$ cat src/rtl/multicycle_ctrl.sv
// Main controller FSM for the multicycle RV32I core, with memory-ready stalls.
// Optional illegal-opcode trap state: define MULTICYCLE_CTRL_ILLEGAL_TRAP_EN.
module multicycle_ctrl #(
    parameter int STATE_W = 4
) (
    input  logic               clk,
    input  logic               reset,
    input  logic [6:0]         op,
    input  logic               Zero,
    input  logic               MemReady,
    output logic               PCWrite,
    output logic               AdrSrc,
    output logic               MemWrite,
    output logic               IRWrite,
    output logic [1:0]         ResultSrc,
    output logic [1:0]         ALUSrcA,
    output logic [1:0]         ALUSrcB,
    output logic [1:0]         ImmSrc,
    output logic [1:0]         ALUOp,
    output logic               RegWrite,
    output logic               Illegal,
    output logic [STATE_W-1:0] dbg_state
);

    localparam logic [6:0] OP_LW  = 7'b0000011;
    localparam logic [6:0] OP_SW  = 7'b0100011;
    localparam logic [6:0] OP_R   = 7'b0110011;
    localparam logic [6:0] OP_I   = 7'b0010011;
    localparam logic [6:0] OP_BEQ = 7'b1100011;
    localparam logic [6:0] OP_JAL = 7'b1101111;

    typedef enum logic [STATE_W-1:0] {
        S_FETCH    = STATE_W'(0),
        S_DECODE   = STATE_W'(1),
        S_MEMADR   = STATE_W'(2),
        S_MEMREAD  = STATE_W'(3),
        S_MEMWB    = STATE_W'(4),
        S_MEMWRITE = STATE_W'(5),
        S_EXECR    = STATE_W'(6),
        S_EXECI    = STATE_W'(7),
        S_ALUWB    = STATE_W'(8),
        S_BEQ      = STATE_W'(9),
        S_JAL      = STATE_W'(10)
`ifdef MULTICYCLE_CTRL_ILLEGAL_TRAP_EN
        ,
        S_TRAP     = STATE_W'(11)
`endif
    } state_e;

    // Per-state control word; fetch marks the MemReady-gated IR/PC load.
    typedef struct packed {
        logic       fetch;
        logic       adr_src;
        logic       mem_write;
        logic       reg_write;
        logic       branch;
        logic       pc_update;
`ifdef MULTICYCLE_CTRL_ILLEGAL_TRAP_EN
        logic       illegal;
`endif
        logic [1:0] result_src;
        logic [1:0] alu_src_a;
        logic [1:0] alu_src_b;
        logic [1:0] alu_op;
    } ctl_t;

    state_e state_q, state_d;
    ctl_t   ctl_q;

    function automatic ctl_t decode(input state_e s);
        ctl_t c;
        c = '0;
        case (s)
            S_FETCH: begin
                c.fetch      = 1'b1;
                c.alu_src_b  = 2'b10;
                c.result_src = 2'b10;
            end
            S_DECODE: begin
                c.alu_src_a = 2'b01;
                c.alu_src_b = 2'b01;
            end
            S_MEMADR: begin
                c.alu_src_a = 2'b10;
                c.alu_src_b = 2'b01;
            end
            S_MEMREAD: begin
                c.adr_src = 1'b1;
            end
            S_MEMWB: begin
                c.result_src = 2'b01;
                c.reg_write  = 1'b1;
            end
            S_MEMWRITE: begin
                c.adr_src   = 1'b1;
                c.mem_write = 1'b1;
            end
            S_EXECR: begin
                c.alu_src_a = 2'b10;
                c.alu_op    = 2'b10;
            end
            S_EXECI: begin
                c.alu_src_a = 2'b10;
                c.alu_src_b = 2'b01;
                c.alu_op    = 2'b10;
            end
            S_ALUWB: begin
                c.reg_write = 1'b1;
            end
            S_BEQ: begin
                c.alu_src_a = 2'b10;
                c.alu_op    = 2'b01;
                c.branch    = 1'b1;
            end
            S_JAL: begin
                c.alu_src_a = 2'b01;
                c.alu_src_b = 2'b10;
                c.pc_update = 1'b1;
            end
`ifdef MULTICYCLE_CTRL_ILLEGAL_TRAP_EN
            S_TRAP: begin
                c.illegal = 1'b1;
            end
`endif
            default: c = '0;
        endcase
        return c;
    endfunction

    always_comb begin
        state_d = S_FETCH;
        case (state_q)
            S_FETCH:    state_d = MemReady ? S_DECODE : S_FETCH;
            S_DECODE: begin
                case (op)
                    OP_LW, OP_SW: state_d = S_MEMADR;
                    OP_R:         state_d = S_EXECR;
                    OP_I:         state_d = S_EXECI;
                    OP_BEQ:       state_d = S_BEQ;
                    OP_JAL:       state_d = S_JAL;
`ifdef MULTICYCLE_CTRL_ILLEGAL_TRAP_EN
                    default:      state_d = S_TRAP;
`else
                    default:      state_d = S_FETCH;
`endif
                endcase
            end
            S_MEMADR:   state_d = (op == OP_LW) ? S_MEMREAD : S_MEMWRITE;
            S_MEMREAD:  state_d = MemReady ? S_MEMWB : S_MEMREAD;
            S_MEMWB:    state_d = S_FETCH;
            S_MEMWRITE: state_d = MemReady ? S_FETCH : S_MEMWRITE;
            S_EXECR:    state_d = S_ALUWB;
            S_EXECI:    state_d = S_ALUWB;
            S_ALUWB:    state_d = S_FETCH;
            S_BEQ:      state_d = S_FETCH;
            S_JAL:      state_d = S_ALUWB;
`ifdef MULTICYCLE_CTRL_ILLEGAL_TRAP_EN
            S_TRAP:     state_d = S_TRAP;
`endif
            default:    state_d = S_FETCH;
        endcase
    end

    // Control word is registered alongside the state it belongs to.
    always_ff @(posedge clk) begin
        if (reset) begin
            state_q <= S_FETCH;
            ctl_q   <= decode(S_FETCH);
        end else begin
            state_q <= state_d;
            ctl_q   <= decode(state_d);
        end
    end

    always_comb begin
        if (reset) begin
            AdrSrc    = 1'b0;
            ResultSrc = 2'b10;
            ALUSrcA   = 2'b00;
            ALUSrcB   = 2'b10;
            ALUOp     = 2'b00;
            MemWrite  = 1'b0;
            RegWrite  = 1'b0;
            IRWrite   = 1'b0;
            PCWrite   = 1'b0;
        end else begin
            AdrSrc    = ctl_q.adr_src;
            ResultSrc = ctl_q.result_src;
            ALUSrcA   = ctl_q.alu_src_a;
            ALUSrcB   = ctl_q.alu_src_b;
            ALUOp     = ctl_q.alu_op;
            MemWrite  = ctl_q.mem_write;
            RegWrite  = ctl_q.reg_write;
            IRWrite   = ctl_q.fetch & MemReady;
            PCWrite   = ctl_q.pc_update
                      | (ctl_q.fetch & MemReady)
                      | (ctl_q.branch & Zero);
        end
    end

    always_comb begin
        case (op)
            OP_LW, OP_I: ImmSrc = 2'b00;
            OP_SW:       ImmSrc = 2'b01;
            OP_BEQ:      ImmSrc = 2'b10;
            OP_JAL:      ImmSrc = 2'b11;
            default:     ImmSrc = 2'b00;
        endcase
    end

`ifdef MULTICYCLE_CTRL_ILLEGAL_TRAP_EN
    assign Illegal = ~reset & ctl_q.illegal;
`else
    assign Illegal = 1'b0;
`endif

    assign dbg_state = state_q;

endmodule

$ cat config.mk
export PLATFORM = sky130hd
export DESIGN_NAME = multicycle_ctrl
export DESIGN_NICKNAME = d
export VERILOG_FILES = /design/src/rtl/multicycle_ctrl.sv
export SDC_FILE = /design/constraint.sdc
export NUM_CORES = 1
export LEC_CHECK = 0
export BUFFER_PORTS_ARGS = -buffer_cell sky130_fd_sc_hd__buf_2
export CELL_PAD_IN_SITES_DETAIL_PLACEMENT = 0
export CELL_PAD_IN_SITES_GLOBAL_PLACEMENT = 2
export CORE_AREA = 3 3 64 60
export DETAILED_ROUTE_END_ITERATION = 8
export DIE_AREA = 0 0 67 63
export PLACE_DENSITY = 0.79
export SYNTH_ARGS = -nofsm -noshare
export SYNTH_HDL_FRONTEND = slang
export SYNTH_SLANG_ARGS = --single-unit
$ cat constraint.sdc
create_clock -name clk -period 3.9 [get_ports clk]
set_input_delay 0.195 -clock clk [delete_from_list [all_inputs] [get_ports clk]]
set_output_delay 0.195 -clock clk [all_outputs]
set_load 0.05 [all_outputs]
==> qor.csv <==
metric,value,unit
vias per inst,4.759,
H-tree level count,1,
maximum fanout encountered on the critical timing path,14,
worst-case clock skew,0.7778,ps
DRT iter0 DRCs,19,
clock root buffer,sky130_fd_sc_hd__clkbuf_8,
result of the run,finished clean,
footprint of the flip-flops and latches,340.3,um2
proportion of layout cells with a drive suffix above 1,34.62,%
Total Die Area,4221,um2
delay contributed by the slowest stage of the critical path,670,ps
post-synthesis cell type with the largest combined area,sky130_fd_sc_hd__dfxtp_1,
final setup fails,0,
post-detailed-placement half-perimeter wirelength,1.597,mm
via count,828,
n_diodes,0,
total of fill cells in the finished design,384,
dominant synthesized flop cell,sky130_fd_sc_hd__dfxtp_1,
number of global-route vias before repair,795,
pin count of the biggest net entering global routing,26,
clock transition at the register clock pins on the worst setup and hold paths after CTS,60,ps
die extent in x,67,um
"Worst Setup Slack, final",1745,ps
class of the tightest hold or removal check,input port to flop,
area added between synthesis and finish,19.72,%
post-synth net total,116,
async set-reset flop share out of synthesis,0,%
Max clock buf depth,2,
crit share post-route,55.25,%
most frequent cells after synthesis,"sky130_fd_sc_hd__dfxtp_1, sky130_fd_sc_hd__nor2b_1, sky130_fd_sc_hd__nor2_1",
"Cell Count, Final, Fillers Out",174,
element type at the critical path start,flop,
Slew @ Worst Pin,940.4,ps
static leakage,0.0004781,uW
routed wire length,2.081,mm
first-pass GRT wire length,3.519,mm
Max Fclk,464.1,MHz
"Design Area, Final",1177,um2
register bit total from synthesis,17,
final net count,142,
Post-Synthesis Cells,105,
drt drc,0,
average detailed-routed wire length per instance,11.96,um
unrepaired setup endpoints after global routing,no,
DIE HEIGHT,63,um
Num CTS Buffers,3,
share of the synthesized area in the top cell type,34.61,%
number of gates resized after cts,0,
relative slew slack,37.02,%
GRT Overall Usage,10.61,%
Post-synth EDFFs,0,
number of buffers inserted by post-CTS setup repair,0,
peak supply drop,0.00009858,V
number of hold-repair buffers added at the cts stage,0,
total area of multi-input combinational cells,583.1,um2
TritonCTS clock tree,yes,
clk_lat worst skew,250,ps
cell with the most instances after synthesis,sky130_fd_sc_hd__dfxtp_1,
Maximum Capacitance Violations,0,
initial antenna violation count,0,
post-synthesis sequential area ratio,34.61,%
initial cell density of the core,29.77,%
Yosys warning count,0,
critical path capture point type,flop,
fin crit period,2155,ps
post-synthesis area per instance,9.366,um2
cell family with the largest share of critical-path delay,compound AO/OA/AOI/OAI gates,
Buf/Inv on CP,0,
Rows,20,
CP Cell Sequence,nor4b_2 -> and4b_1 -> a211oi_2 -> or3b_1 -> a21oi_1,
pre-CTS setup slack,1757,ps
"Cell Area, Synth",983.4,um2
Cell Count Post-Placement,170,
placed standard-cell area,1131,um2
antenna violation net count after detailed routing,0,
Crit path required time,4070,ps
routability congestion estimate,0.7117,
kind of critical path,flop to flop,
Worst EP arrival,2330,ps
GRT overflow,0,
# clock sinks,17,
Pins Over Slew Limit,0,
master of the slowest instance on the critical path,sky130_fd_sc_hd__a211oi_2,
post-synth cell types,43,
number of detailed-route iterations in the first pass,2,
count of input and output buffers,29,
Top Ports,31,
Placeable Area,3303,um2
power density cells,311.2,nW/um2
final hold violation count,0,
biggest area contributors in the synthesized netlist,"sky130_fd_sc_hd__dfxtp_1, sky130_fd_sc_hd__nor2b_1, sky130_fd_sc_hd__nor4b_2, sky130_fd_sc_hd__nand3b_1, sky130_fd_sc_hd__nor2_1",
setup tns final,0,ps
==> kinds of logic (layout without fill, tap and decap cells) <==
kind of cell / Yosys count / in the layout / share of synthesized area [%]
compound gates: 17 / 17 / 12.47
xor+xnor: 2 / 2 / 1.781
buf+inv: 10 / 35 / 6.107
flops: 17 / 17 / 34.61
other cells: 1 / 1 / 0.3813
simple gates: 58 / 58 / 44.66
==> power breakdown <==
| group | switching (uW) | internal, uW |
|---|---|---|
| Sequential | 2.17 | 177 |
| Combinational | 39.5 | 18.4 |
| Clock | 58.3 | 70.7 |
==> layer usage <==
layer	global-route usage, %	routed length, um	up-vias
li1	-	-	423
met1	12.68	953	389
met2	18.16	1027	14
met3	1.799	79	2
met4	4.557	21	0
met5	0	0	-
==> registers in the layout, indices dropped and copies added (netlist names) <==
| register | cells |
|---|---|
| dbg_state | 4 |
| ctl_q | 13 |
==> final timing paths <==
check | start | to | slack [ps] | cells past startpoint
setup reg to reg | dbg_state[2]$_SDFF_PP0_ | ctl_q[5]$_SDFF_PP0_ | 1750 | 5
hold / removal | op[6] | ctl_q[5]$_SDFF_PP0_ | 340 | 4
hold reg to reg | dbg_state[0]$_SDFF_PP0_ | ctl_q[5]$_SDFF_PP0_ | 730 | 3
setup / recovery | dbg_state[2]$_SDFF_PP0_ | ctl_q[5]$_SDFF_PP0_ | 1750 | 5
==> tightest hold or removal path: stages <==
cell,delay [ps]
sky130_fd_sc_hd__buf_2,160
sky130_fd_sc_hd__nor2_1,60
sky130_fd_sc_hd__nand2_1,50
sky130_fd_sc_hd__a21oi_1,60
==> stage by stage <==
| stage | hold WS, ps | util [%] | total power (uW) |
|---|---|---|---|
| floorplan | 275.6 | - | 226.0 |
| global placement | 581.9 | 34.24 | 241.1 |
| detailed placement | 596.0 | 34.24 | 241.9 |
| CTS | 335.0 | 35.64 | 369.8 |
| global route | 392.6 | 35.64 | 385.2 |
| finish | 335.8 | 35.64 | 366.4 |
==> cells in the final DEF, fill, tap and decap left out, types with 2 or more instances in the layout <==
cell	netlist	routed
sky130_fd_sc_hd__dfxtp_1	17	17
sky130_fd_sc_hd__or3b_1	2	2
sky130_fd_sc_hd__xor2_1	2	2
sky130_fd_sc_hd__o31ai_1	2	2
sky130_fd_sc_hd__or2_2	2	2
sky130_fd_sc_hd__nand3_1	3	3
sky130_fd_sc_hd__and4b_1	2	2
sky130_fd_sc_hd__nand4b_1	2	2
sky130_fd_sc_hd__nand2_1	4	4
sky130_fd_sc_hd__nor3_1	3	3
sky130_fd_sc_hd__inv_1	2	2
sky130_fd_sc_hd__nor2_1	8	8
sky130_fd_sc_hd__a21oi_1	5	5
sky130_fd_sc_hd__buf_2	3	29
sky130_fd_sc_hd__nor2b_1	10	10
sky130_fd_sc_hd__nand2b_1	3	3
sky130_fd_sc_hd__nand3b_1	4	4
sky130_fd_sc_hd__nor4b_2	4	4
sky130_fd_sc_hd__clkbuf_8	0	3
==> cell type report <==
class                   count  share of cell area, %
multi-input cells          78                  49.52
flip-flops and latches     17                  28.91
repair buffers             29                  12.33
well taps                  44                  4.676
clock buffers               3                  3.507
inverters                   2                 0.6376
clock inverters             1                 0.4251
Note: power is estimated with default switching activity, not from simulation.
